$ cat config.mk
export PLATFORM = sky130hd
export DESIGN_NAME = sdram_port_arb_flat
export DESIGN_NICKNAME = d
export VERILOG_FILES = /design/src/rtl/sdram_port_arb_if.sv /design/src/rtl/sdram_port_arb.sv /design/src/flat_wrapper.sv
export SDC_FILE = /design/constraint.sdc
export NUM_CORES = 1
export LEC_CHECK = 0
export CORE_MARGIN = 10
export CORE_UTILIZATION = 46
export DETAILED_ROUTE_END_ITERATION = 8
export MAX_ROUTING_LAYER = met4
export PLACE_DENSITY = 0.82
export SLEW_MARGIN = 15
export SYNTH_ARGS = -nofsm -noshare
export SYNTH_HDL_FRONTEND = slang
export SYNTH_SLANG_ARGS = --single-unit
export TNS_END_PERCENT = 5
$ cat constraint.sdc
create_clock -name clk -period 7.37 [get_ports clk]
set_clock_uncertainty 0.15 [all_clocks]
set_input_delay 0.737 -clock clk [delete_from_list [all_inputs] [get_ports clk]]
set_output_delay 0.737 -clock clk [all_outputs]
set_load 0.005 [all_outputs]
$ cat src/rtl/sdram_port_arb_if.sv
// Request/ack bus between the port arbiter and sdram_ctrl.
// The master side issues burst requests; the slave side answers with per-word acks.
interface sdram_port_arb_if #(
  parameter int ADDR_W = 24,
  parameter int DATA_W = 16,
  parameter int BL_W   = 10
);
  logic              wr_req;
  logic              rd_req;
  logic [ADDR_W-1:0] addr;
  logic [BL_W-1:0]   burst_len;
  logic [DATA_W-1:0] wr_data;
  logic              wr_ack;
  logic              rd_ack;
  logic [DATA_W-1:0] rd_data;

  modport master (
    output wr_req, rd_req, addr, burst_len, wr_data,
    input  wr_ack, rd_ack, rd_data
  );

  modport slave (
    input  wr_req, rd_req, addr, burst_len, wr_data,
    output wr_ack, rd_ack, rd_data
  );
endinterface

$ cat src/rtl/sdram_port_arb.sv
// N-channel round-robin front-end for sdram_ctrl with burst-granular grants
// and a wrapping address pointer per channel.
//
// state   | meaning
// IDLE    | no grant; pick next eligible channel round-robin
// REQ     | request held to controller until the first ack
// BURST   | words transferring; leave on first ack-low cycle
// DONE    | one cycle; advance or restart the granted pointer
module sdram_port_arb #(
  parameter int NCH    = 4,
  parameter int ADDR_W = 24,
  parameter int DATA_W = 16,
  parameter int BL_W   = 10
) (
  input  logic                  clk,
  input  logic                  rst,
  input  logic                  init_end,
  input  logic [NCH-1:0]        ch_en,
  input  logic [NCH-1:0]        ch_dir,
  input  logic [NCH*ADDR_W-1:0] ch_b_addr,
  input  logic [NCH*ADDR_W-1:0] ch_e_addr,
  input  logic [NCH*BL_W-1:0]   ch_burst_len,
  input  logic [NCH*BL_W-1:0]   ch_level,
  input  logic [NCH-1:0]        ch_addr_rst,
  input  logic [NCH*DATA_W-1:0] ch_wr_data,
  output logic [NCH-1:0]        ch_wr_pop,
  output logic [NCH-1:0]        ch_rd_push,
  output logic [DATA_W-1:0]     ch_rd_data,
  output logic [NCH-1:0]        ch_busy,
  output logic [NCH-1:0]        ch_wrap,
  sdram_port_arb_if.master      sdram
);

  localparam int GW  = (NCH > 1) ? $clog2(NCH) : 1;
  localparam int AW1 = ADDR_W + 1;

  localparam logic [1:0] S_IDLE  = 2'd0;
  localparam logic [1:0] S_REQ   = 2'd1;
  localparam logic [1:0] S_BURST = 2'd2;
  localparam logic [1:0] S_DONE  = 2'd3;

  logic [ADDR_W-1:0] b_a [NCH];
  logic [ADDR_W-1:0] e_a [NCH];
  logic [BL_W-1:0]   bl_a [NCH];
  logic [BL_W-1:0]   lv_a [NCH];
  logic [DATA_W-1:0] wd_a [NCH];

  for (genvar gi = 0; gi < NCH; gi++) begin : g_unpack
    assign b_a[gi]  = ch_b_addr[gi*ADDR_W +: ADDR_W];
    assign e_a[gi]  = ch_e_addr[gi*ADDR_W +: ADDR_W];
    assign bl_a[gi] = ch_burst_len[gi*BL_W +: BL_W];
    assign lv_a[gi] = ch_level[gi*BL_W +: BL_W];
    assign wd_a[gi] = ch_wr_data[gi*DATA_W +: DATA_W];
  end

  logic [1:0]        state_q, state_d;
  logic [GW-1:0]     gnt_q, gnt_d;
  logic [GW-1:0]     last_q, last_d;
  logic              dir_q, dir_d;
  logic [ADDR_W-1:0] addr_q, addr_d;
  logic [BL_W-1:0]   len_q, len_d;
  logic              wr_req_q, wr_req_d;
  logic              rd_req_q, rd_req_d;
  logic              pend_q, pend_d;
  logic [ADDR_W-1:0] ptr_q [NCH];
  logic [ADDR_W-1:0] ptr_d [NCH];

  logic [NCH-1:0]    elig;
  logic              pick_vld;
  logic [GW-1:0]     pick_idx;
  int                pick_i;
  logic              ack;
  logic [AW1-1:0]    len_ext;
  logic [AW1-1:0]    nxt;
  logic [AW1-1:0]    last_word;
  logic              wrap_c;
  logic              restart_g;

  always_comb begin
    elig = '0;
    for (int i = 0; i < NCH; i++) begin
      elig[i] = init_end && ch_en[i] && (bl_a[i] != '0) && (lv_a[i] >= bl_a[i]);
    end
  end

  // Search starts one past the last grant so every eligible channel gets a turn.
  always_comb begin
    pick_vld = 1'b0;
    pick_idx = '0;
    pick_i   = 0;
    for (int k = 1; k <= NCH; k++) begin
      pick_i = int'(last_q) + k;
      if (pick_i >= NCH) pick_i = pick_i - NCH;
      if (!pick_vld && elig[pick_i]) begin
        pick_vld = 1'b1;
        pick_idx = GW'(pick_i);
      end
    end
  end

  always_comb begin
    ack       = dir_q ? sdram.wr_ack : sdram.rd_ack;
    len_ext   = {{(AW1-BL_W){1'b0}}, len_q};
    nxt       = {1'b0, addr_q} + len_ext;
    last_word = nxt + len_ext - AW1'(1);
    wrap_c    = last_word > {1'b0, e_a[gnt_q]};
    restart_g = pend_q || ch_addr_rst[gnt_q];
  end

  always_comb begin
    state_d  = state_q;
    gnt_d    = gnt_q;
    last_d   = last_q;
    dir_d    = dir_q;
    addr_d   = addr_q;
    len_d    = len_q;
    wr_req_d = wr_req_q;
    rd_req_d = rd_req_q;
    pend_d   = pend_q;
    for (int i = 0; i < NCH; i++) begin
      ptr_d[i] = ptr_q[i];
    end

    // Restarts on the channel being granted (or about to be) are deferred to DONE.
    for (int i = 0; i < NCH; i++) begin
      if (ch_addr_rst[i]) begin
        if (state_q != S_IDLE) begin
          if (gnt_q != GW'(i)) ptr_d[i] = b_a[i];
        end else if (!(pick_vld && pick_idx == GW'(i))) begin
          ptr_d[i] = b_a[i];
        end
      end
    end

    case (state_q)
      S_IDLE: begin
        if (pick_vld) begin
          state_d  = S_REQ;
          gnt_d    = pick_idx;
          last_d   = pick_idx;
          dir_d    = ch_dir[pick_idx];
          addr_d   = ptr_q[pick_idx];
          len_d    = bl_a[pick_idx];
          wr_req_d = ch_dir[pick_idx];
          rd_req_d = !ch_dir[pick_idx];
          pend_d   = ch_addr_rst[pick_idx];
        end
      end
      S_REQ: begin
        pend_d = pend_q || ch_addr_rst[gnt_q];
        if (ack) begin
          state_d  = S_BURST;
          wr_req_d = 1'b0;
          rd_req_d = 1'b0;
        end
      end
      S_BURST: begin
        pend_d = pend_q || ch_addr_rst[gnt_q];
        if (!ack) state_d = S_DONE;
      end
      default: begin
        if (restart_g || wrap_c) ptr_d[gnt_q] = b_a[gnt_q];
        else                     ptr_d[gnt_q] = nxt[ADDR_W-1:0];
        pend_d  = 1'b0;
        state_d = S_IDLE;
      end
    endcase
  end

  always_ff @(posedge clk) begin
    if (rst) begin
      state_q  <= S_IDLE;
      gnt_q    <= '0;
      last_q   <= GW'(NCH-1);
      dir_q    <= 1'b0;
      addr_q   <= '0;
      len_q    <= '0;
      wr_req_q <= 1'b0;
      rd_req_q <= 1'b0;
      pend_q   <= 1'b0;
      for (int i = 0; i < NCH; i++) begin
        ptr_q[i] <= b_a[i];
      end
    end else begin
      state_q  <= state_d;
      gnt_q    <= gnt_d;
      last_q   <= last_d;
      dir_q    <= dir_d;
      addr_q   <= addr_d;
      len_q    <= len_d;
      wr_req_q <= wr_req_d;
      rd_req_q <= rd_req_d;
      pend_q   <= pend_d;
      for (int i = 0; i < NCH; i++) begin
        ptr_q[i] <= ptr_d[i];
      end
    end
  end

  always_comb begin
    ch_busy    = '0;
    ch_wrap    = '0;
    ch_wr_pop  = '0;
    ch_rd_push = '0;
    if (state_q != S_IDLE) ch_busy[gnt_q] = 1'b1;
    if (state_q == S_DONE && !restart_g && wrap_c) ch_wrap[gnt_q] = 1'b1;
    if (state_q == S_REQ || state_q == S_BURST) begin
      if (dir_q) ch_wr_pop[gnt_q]  = sdram.wr_ack;
      else       ch_rd_push[gnt_q] = sdram.rd_ack;
    end
  end

  assign ch_rd_data      = sdram.rd_data;
  assign sdram.wr_data   = wd_a[gnt_q];
  assign sdram.wr_req    = wr_req_q;
  assign sdram.rd_req    = rd_req_q;
  assign sdram.addr      = addr_q;
  assign sdram.burst_len = len_q;

endmodule

$ cat src/flat_wrapper.sv
// flat-port wrapper written by rule: the top's interface ports become plain ports
module sdram_port_arb_flat 
#(
  parameter int NCH    = 4,
  parameter int ADDR_W = 24,
  parameter int DATA_W = 16,
  parameter int BL_W   = 10
)
  (clk, rst, init_end, ch_en, ch_dir, ch_b_addr, ch_e_addr, ch_burst_len, ch_level, ch_addr_rst, ch_wr_data, ch_wr_pop, ch_rd_push, ch_rd_data, ch_busy, ch_wrap, sdram_wr_req, sdram_rd_req, sdram_addr, sdram_burst_len, sdram_wr_data, sdram_wr_ack, sdram_rd_ack, sdram_rd_data);
  sdram_port_arb_if #(.ADDR_W(ADDR_W), .DATA_W(DATA_W), .BL_W(BL_W)) sdram_i ();
  input  logic clk;
  input  logic rst;
  input  logic init_end;
  input  logic [NCH-1:0] ch_en;
  input  logic [NCH-1:0] ch_dir;
  input  logic [NCH*ADDR_W-1:0] ch_b_addr;
  input  logic [NCH*ADDR_W-1:0] ch_e_addr;
  input  logic [NCH*BL_W-1:0] ch_burst_len;
  input  logic [NCH*BL_W-1:0] ch_level;
  input  logic [NCH-1:0] ch_addr_rst;
  input  logic [NCH*DATA_W-1:0] ch_wr_data;
  output logic [NCH-1:0] ch_wr_pop;
  output logic [NCH-1:0] ch_rd_push;
  output logic [DATA_W-1:0] ch_rd_data;
  output logic [NCH-1:0] ch_busy;
  output logic [NCH-1:0] ch_wrap;
  output wire logic [$bits(sdram_i.wr_req)-1:0] sdram_wr_req;
  output wire logic [$bits(sdram_i.rd_req)-1:0] sdram_rd_req;
  output wire logic [$bits(sdram_i.addr)-1:0] sdram_addr;
  output wire logic [$bits(sdram_i.burst_len)-1:0] sdram_burst_len;
  output wire logic [$bits(sdram_i.wr_data)-1:0] sdram_wr_data;
  input wire logic [$bits(sdram_i.wr_ack)-1:0] sdram_wr_ack;
  input wire logic [$bits(sdram_i.rd_ack)-1:0] sdram_rd_ack;
  input wire logic [$bits(sdram_i.rd_data)-1:0] sdram_rd_data;
  assign sdram_wr_req = sdram_i.wr_req;
  assign sdram_rd_req = sdram_i.rd_req;
  assign sdram_addr = sdram_i.addr;
  assign sdram_burst_len = sdram_i.burst_len;
  assign sdram_wr_data = sdram_i.wr_data;
  assign sdram_i.wr_ack = sdram_wr_ack;
  assign sdram_i.rd_ack = sdram_rd_ack;
  assign sdram_i.rd_data = sdram_rd_data;
  sdram_port_arb #(.NCH(NCH), .ADDR_W(ADDR_W), .DATA_W(DATA_W), .BL_W(BL_W)) u_core (.clk(clk), .rst(rst), .init_end(init_end), .ch_en(ch_en), .ch_dir(ch_dir), .ch_b_addr(ch_b_addr), .ch_e_addr(ch_e_addr), .ch_burst_len(ch_burst_len), .ch_level(ch_level), .ch_addr_rst(ch_addr_rst), .ch_wr_data(ch_wr_data), .ch_wr_pop(ch_wr_pop), .ch_rd_push(ch_rd_push), .ch_rd_data(ch_rd_data), .ch_busy(ch_busy), .ch_wrap(ch_wrap), .sdram(sdram_i));
endmodule
==> results list, run 1 <==
- Leading post-synthesis cells by instance count: 140 x dfxtp_1, 136 x nand2_1, 131 x inv_1
* Maximum capacitance violations: 0
- The worst path needs 7.03 ns of the cycle, external delays included.
- Router iterations before antenna repair: 7
- Xor and xnor fraction of the mapped netlist area: 2.94%
- Pin count of the biggest net entering global routing: 48
- The critical path is of the reg2out type.
- Via count of the first global-routing pass: 14800
* Maximum ir drop on the vdd rail: 0.000216 V
- The worst hold path passes through 2 cells.
- Wire per inst: 25.9 um
* Num rows: 60
- Number of vias in the routed layout: 14500
- Final-report setup violation count: 0
* Outcome: complete, no violations
* Hold violation total from the final report: 0
- Post-layout total power: 5.62 mW
- Required time of the critical path: 6.48 ns
- After the last flow step, the layout net total stands at 2339.
* Primary flip-flop cell chosen by synthesis mapping: dfxtp_1
- Synth Area in Simple Gates: 12.9%
- Syn Inst Count: 1445
- In this run the critical register-to-register path is captured at u_core.ptr_q[0][2]$_DFF_P_.
- Largest cells by area after synthesis: dfxtp_1 22%, ha_1 11%, mux4_2 9.2%
* Library cell contributing the largest single delay on the critical path: fa_2
* Maximum buffer depth of the clock tree: 2
- Least-Margin Pin Slew: 1.21 ns
- After legalization and detailed placement, the total HPWL measured 44.2 mm.
* Initial core utilization: 46.6%
* Maximum single-stage delay on the critical path: 0.43 ns
- CTS built an H-tree with a depth of 4.
- The clock reaches the later pin of the worst-skew pair after 0.43 ns.
- Flip-flop and latch count after synthesis: 140
- Drt first-iter violations: 1627
* Combinational family with the most area after synthesis: compound AO/OA/AOI/OAI gates
- The filler cells instantiated in the layout total 2171.
- Critical R2R Launch: u_core.sdram.burst_len[0]$_SDFFE_PP0P_
- Number of buffers inserted by port buffering: 420
- Global placement routability congestion: 1.00
- DIE HEIGHT: 185 um
* Most repeated cell in the gate-level netlist after synthesis: dfxtp_1
- TritonCTS Buffers: 17
* Ratio of total power to cell area: 312 mW/mm^2
* Die outline area: 0.0342 sq mm
- Worst reg2reg path depth: 29
- The worst setup path is captured at an output pin.
- In this run the count of I/O pins placed on the die edge is 453.
- Along the worst path, the maximum fanout reaches 5.
- HP Class: reg2reg
- Combined area of the multi-input logic cells: 0.00898 sq mm
* Static leakage: 7.22 nW
- Netlist area before placement: 0.0125 sq mm
- Hold path startpoint: u_core.sdram.wr_req$_SDFFE_PP0P_
* Capture endpoint of the worst hold path: u_core.sdram.wr_req$_SDFFE_PP0P_
- From synthesis to final layout, the design area changed by 43.6%.
- After detailed routing, no signal wire sits above met4.
- The number of max-slew violations in the final report was 0.
* Antenna violations before repair: 2
- Wires add up to 57.3 mm.
- In the finished design, the share of the clock period the worst path needs comes to 95.3%.
- Critical Path AT: 6.14 ns
- Internal reg-to-reg setup slack: 0.53 ns
- Wire length of the first global-routing pass: 84.4 mm
- Of the total synthesized cell area, the portion taken by full adders, half adders and majority gates is 11.4%.
* Clock tree from TritonCTS: built
* Mux contribution to synthesized area: 16.3%
* Cell repeated most along the worst path: a21o_1
- Clock tree synthesis selected as its root buffer the cell clkbuf_16.
* Amount of wire on met3 after detailed routing: 7.27 mm
- Share of synthesized registers carrying an async set or reset: 0%
- Combined flip-flop and latch cell area: 0.00281 sq mm
- In the routed design, unresolved DRC markers number 0.
- After synthesis, the mean cell area works out to 8.67 sq um.
- STA classifies the critical path startpoint as a flip-flop.
- Netlist cell types: 80
* Worst relative slew slack: 18.7%
- ANT nets after route: 0
- The number of nets handed over by synthesis was 1927.
- Yosys printed 0 warnings.
* Width of the die: 185 um
- Final core utilization: 66.9%
- Proportion of netlist area held by the largest area contributor: 22.4%
- Counting every sink on the clock net gives 140.
* Fraction of final layout cells with drive strength greater than 1: 12.2%
* Fmax: 142 MHz
- Final worst hold slack: 0.332 ns
* WL met2: 26.5 mm
* Detail-routed via count per cell: 6.57
* Top cell type by total area after synthesis: dfxtp_1
- After detailed routing, the wire length on met1 is 20.5 mm.
- CTS clock-pin slew for the worst setup and hold paths: 0.06 ns
- Summing the areas of all compound-gate instances in the mapped netlist gives 26.5% of the synthesized area.
* Overall fraction of global-route tracks in use: 32.8%
* Area of the core: 0.0269 sq mm
- EDFF count, synth: 0
- Global route total overflow: 0
- Post-synthesis sequential area ratio: 22.4%
-- power breakdown --
group	internal, mW	switching, mW
Combinational	1.74	1.97
Sequential	0.918	0.158
Clock	0.476	0.360
Total	3.13	2.49
-- worst max-delay path, delay by kind of cell, from the launching register on --
family	cells	cell delay, ns
AND/OR/NAND/NOR	5	0.47
flip-flops	1	0.31
AO/OA/AOI/OAI	15	2.83
buffers and inverters	4	0.52
XOR/XNOR	2	0.29
adder cells (fa/ha/maj)	4	1.28
-- routing by layer --
metal	vias up	track usage, %
met5	-	-
met4	0	15.5
met3	225	9.31
met2	1166	53.4
met1	6759	36.4
li1	6380	-
-- placed cells by master, fill, tap and decap left out, types with 6 or more instances in the layout --
cell type / netlist / layout
nor3_1: 17 / 14
a22oi_1: 27 / 27
nor2_1: 68 / 65
o21ai_0: 57 / 55
mux2i_1: 65 / 65
a22o_1: 14 / 14
a32o_1: 26 / 26
mux4_2: 51 / 51
nand4_1: 17 / 17
a21o_1: 25 / 25
clkbuf_16: 0 / 17
clkdlybuf4s50_1: 0 / 416
o211ai_1: 9 / 9
dfxtp_1: 140 / 136
ha_1: 111 / 105
nor4_1: 7 / 7
inv_1: 131 / 131
or4_1: 10 / 10
a221oi_1: 53 / 53
xor2_1: 17 / 16
o221ai_1: 30 / 30
a21oi_1: 52 / 49
a221o_1: 6 / 6
nand2b_1: 9 / 9
o21a_1: 11 / 11
mux2_2: 19 / 18
nor2b_1: 10 / 10
xnor2_1: 25 / 21
nand2_1: 136 / 136
buf_4: 19 / 63
a211oi_1: 15 / 13
o22ai_1: 63 / 63
nand3_1: 37 / 37
-- cell type report --
class,instances,share of cell area [%]
inverter,132,2.75
multi-input combinational,1082,49.9
sequential,140,15.6
antenna,2,0.0278
timing repair buffer,484,26.2
clock inverter,12,0.626
clock buffer,20,2.48
tap,341,2.37
-- sequential cells by signal (all words and copies together), names as in the netlist --
register / count
u_core.ptr_q: 96
u_core.state_q: 2
u_core.gnt_q: 2
u_core.pend_q: 1
u_core.sdram.wr_req: 1
u_core.sdram.addr: 24
u_core.dir_q: 1
u_core.last_q: 2
u_core.sdram.rd_req: 1
u_core.sdram.burst_len: 10
-- through the flow --
step	setup WS, ns	TNS (ns)	cell area [sq um]	std cells
detailed placement	-0.0422	-0.0571	17200	2173
CTS	0.00160	0	17800	2207
floorplan	0.922	0	12500	1445
finish	0.344	0	18000	2213
global route	-0.00100	-0.00100	18000	2213
global placement	0.156	0	17200	2173
-- cell families (layout without fill, tap and decap cells) --
group / Yosys count / after routing
AND/OR/NAND/NOR: 343 / 343
XOR/XNOR: 42 / 42
buffers and inverters: 223 / 648
adder cells (fa/ha/maj): 113 / 113
AO/OA/AOI/OAI: 448 / 448
multiplexers: 136 / 136
other: 0 / 2
flip-flops: 140 / 140
-- worst max-delay path by stage --
stage | start | to | slack, ns | depth (start not counted)
floorplan | u_core.sdram.burst_len[0]$_SDFFE_PP0P_ | u_core.ptr_q[0][21]$_DFF_P_ | 0.92 | 30
global placement | u_core.sdram.burst_len[0]$_SDFFE_PP0P_ | ch_wrap[3] | 0.16 | 28
detailed placement | u_core.sdram.burst_len[0]$_SDFFE_PP0P_ | ch_wrap[3] | -0.04 | 28
CTS | u_core.sdram.addr[1]$_SDFFE_PP0P_ | ch_wrap[3] | 0.002 | 29
global route | u_core.sdram.burst_len[0]$_SDFFE_PP0P_ | ch_wrap[3] | -0.001 | 29
finish | u_core.sdram.burst_len[0]$_SDFFE_PP0P_ | ch_wrap[3] | 0.34 | 30
-- repair_timing --
action,4_1_cts,5_1_grt
endpoints found under the hold margin,0,0
pin swaps,3,15
hold buffers,0,0
buffers inserted,2,4
endpoints found under the setup margin,4,83
gates resized for setup,11,28
(Power assumes the default switching activity.)
==> run 2: changes to the inputs <==
RECOVER_POWER = 25   (was default)
==> run 2 against run 1 <==
The flow now finishes with violations (capacitance limit, slew limit). Worst setup slack lost 0.0026 ns. Sequential power barely moved. Maximum frequency about the same. Via count down 0.52%. Clock power is 0.6% lower. Cell count stayed put. Clock-buffer cell count is the same. Sequential share of layout area about the same. Utilization shrank 0.070 points. Register-to-register slack lost 0.02 ns.
==> results list, run 2 (synthesis gave the netlist of run 1 again) <==
- Maximum capacitance violations: 1 (was 0)
- Critical path class: reg2out (unchanged)
* ANT nets after route: 0 (unchanged)
* Largest fanout of any net on the critical path: 5 (unchanged)
- Num rows: 60 (unchanged)
- The required time at the endpoint of the critical path is 6.48 ns (about the same).
- Ratio of total power to cell area: 312 mW/mm^2 (about the same)
- Cell chosen for the clock root: clkbuf_16 (unchanged)
- The maximum cell stage delay along the critical path came to 0.36 ns (was 0.43 ns).
- The initial antenna violation count was 2 (unchanged).
- Maximum buffer depth of the clock tree: 2 (unchanged)
- The worst slew margin relative to its limit is -31.6% (was 18.7%).
* Initial core utilization: 46.6% (unchanged)
* TritonCTS Buffers: 17 (unchanged)
- The HPWL reported at the end of detailed placement came to 44.2 mm (unchanged).
- The number of max-slew violations in the final report is 32 (was 0).
* Fraction of final layout cells with drive strength greater than 1: 12.0% (was 12.2%)
- Largest register by flop count: u_core.ptr_q (unchanged)
- The detail-routed net length per standard cell was 25.9 um (about the same).
* Min cycle time layout: 7.03 ns (about the same)
* Global route total overflow: 0 (unchanged)
* CTS clock-pin slew for the worst setup and hold paths: 0.06 ns (about the same)
- The final routed DRC violation total was 0 (unchanged).
- The detailed router's first-iteration violation count was 1704 (was 1627).
- Final Instance Count excl. Fillers: 2213 (unchanged)
- The last weighted congestion value of the routability-driven placer was 1.00 (unchanged).
- Aggregate routed wire length: 57.3 mm (about the same)
- Overall fraction of global-route tracks in use: 32.8% (unchanged)
- The number of sinks handled by clock tree synthesis was 140 (unchanged).
* Clock latency at the later pin of the worst-skew pair: 0.43 ns (about the same)
- Critical Path AT: 6.14 ns (about the same)
- Area of the core: 0.0269 sq mm (unchanged)
- Number of H-tree levels: 4 (unchanged)
- Number of buffers inserted by port buffering: 420 (unchanged)
- Violated checks: capacitance limit, slew limit
- Commonest non-fill, non-tap cells in the layout: 381 x clkdlybuf4s50_1, 137 x dfxtp_1, 136 x nand2_1, 131 x inv_1, 105 x ha_1 (was 416 x clkdlybuf4s50_1, 136 x nand2_1, 136 x dfxtp_1, 131 x inv_1, 105 x ha_1).
- The most used cell along the critical path is ha_1 (was a21o_1).
- Most common cell after layout, fill and taps aside: clkdlybuf4s50_1 (unchanged)
- Final-report setup violation count: 0 (unchanged)
- Area grow syn2layout: 43.5% (was 43.6%)
- Maximum ir drop on the vdd rail: 0.000216 V (about the same)
* Final net count: 2339 (unchanged)
* CP endpoint kind: output pin (unchanged)
- Flip-flop count of the largest register after layout: 96 (unchanged)
- Width of the die: 185 um (unchanged)
* Number of vias in the routed layout: 14500 (about the same)
- Outcome: complete, but fails checks (was complete, no violations).
- The number of hold-repair buffers added at the cts stage came to 0 (unchanged).
* Static leakage: 7.30 nW (was 7.22 nW)
- The share of the clock period used by the worst path was 95.4% (was 95.3%).
- Router iterations before antenna repair: 6 (was 7)
- Placed Cells: 2173 (unchanged)
- Least-Margin Pin Slew: 1.97 ns (was 1.21 ns)
* Via count of the first global-routing pass: 14800 (unchanged)
- Die outline area: 0.0342 sq mm (unchanged)
- The maximum clock frequency was 142 MHz (about the same).
- The type of the most critical hold path is reg2reg (unchanged).
- The critical path startpoint category is a flip-flop (unchanged).
* Final core utilization: 66.9% (about the same)
* Wire length of the first global-routing pass: 84.4 mm (unchanged)
- Hold violation total from the final report: 0 (unchanged)
- The vias per cell came to 6.53 (was 6.57).
- The pin count of the biggest net entering global routing came to 48 (unchanged).
* Count of boundary I/O pins: 453 (unchanged)
- The TritonCTS clock tree is built (unchanged).
- Library cell contributing the largest single delay on the critical path: a221o_1 (was fa_2)
* DIE HEIGHT: 185 um (unchanged)
==> run 2: changes by cell type in the layout (fill, tap and decap cells not counted) <==
cell	previous run	this run
buf_4	63	59
dfxtp_4	2	1
clkbuf_1	2	6
dlygate4sd3_1	0	35
clkdlybuf4s50_1	416	381
dfxtp_1	136	137
==> run 2: worst max-delay path, delay by kind of cell (launching register included) <==
family          cells  cell delay (ns)
compound gates     15             2.96
fa+ha+maj           4             1.04
buf+inv             4             0.54
xor+xnor            2             0.38
flops               1             0.33
simple gates        4             0.47
==> run 2: per-layer routing <==
metal	global-route usage, %	vias up	part of all wire (%)
met3	9.31	226	13
met1	36.4	6720	36
met4	15.5	0	5.1
met2	53.4	1134	46
met5	-	-	0
li1	-	6374	-
==> run 2: per-stage QoR <==
| stage | hold slack, ns | setup WS (ns) | instance area (sq um) | total power, mW | setup TNS [ns] |
|---|---|---|---|---|---|
| floorplan | 0.297 | 0.922 | 12500 | 3.37 | 0 |
| global placement | 0.301 | 0.156 | 17200 | 4.40 | 0 |
| detailed placement | 0.307 | -0.0422 | 17200 | 4.50 | -0.0571 |
| CTS | 0.328 | 0.00160 | 17800 | 5.43 | 0 |
| global route | 0.351 | -0.000942 | 18000 | 5.97 | -0.000942 |
| finish | 0.336 | 0.342 | 18000 | 5.60 | 0 |
==> run 2: worst paths after layout <==
check | from | end | slack [ns] | cells past startpoint
worst max-delay path | u_core.sdram.burst_len[1]$_SDFFE_PP0P_ | ch_wrap[3] | 0.34 | 29
worst min-delay path | u_core.ptr_q[1][10]$_DFF_P_ | u_core.ptr_q[1][10]$_DFF_P_ | 0.34 | 2
worst max register to register | u_core.sdram.burst_len[1]$_SDFFE_PP0P_ | u_core.ptr_q[0][2]$_DFF_P_ | 0.51 | 31
worst min register to register | u_core.ptr_q[1][10]$_DFF_P_ | u_core.ptr_q[1][10]$_DFF_P_ | 0.34 | 2
==> run 2: area by class of cell <==
class                           count  area [sq um]
Multi-Input combinational cell   1082          8980
Fill cell                        2175          8910
Timing Repair Buffer              484          4690
Sequential cell                   140          2810
Inverter                          132           495
Clock buffer                       20           447
Tap cell                          341           427
Clock inverter                     12           113
Antenna cell                        2          5.00
==> run 2: repair_timing <==
item / 4_1_cts / 5_1_grt
buffers inserted: 2 / 4
gates resized for setup: 11 / 28
cloned: 0 / 0
setup endpoints to repair: 4 / 83
pin swaps: 3 / 15
==> run 2: where the power goes <==
group	switching [mW]	internal, mW
sequential	0.155	0.918
clock	0.355	0.476
combinational	1.97	1.72
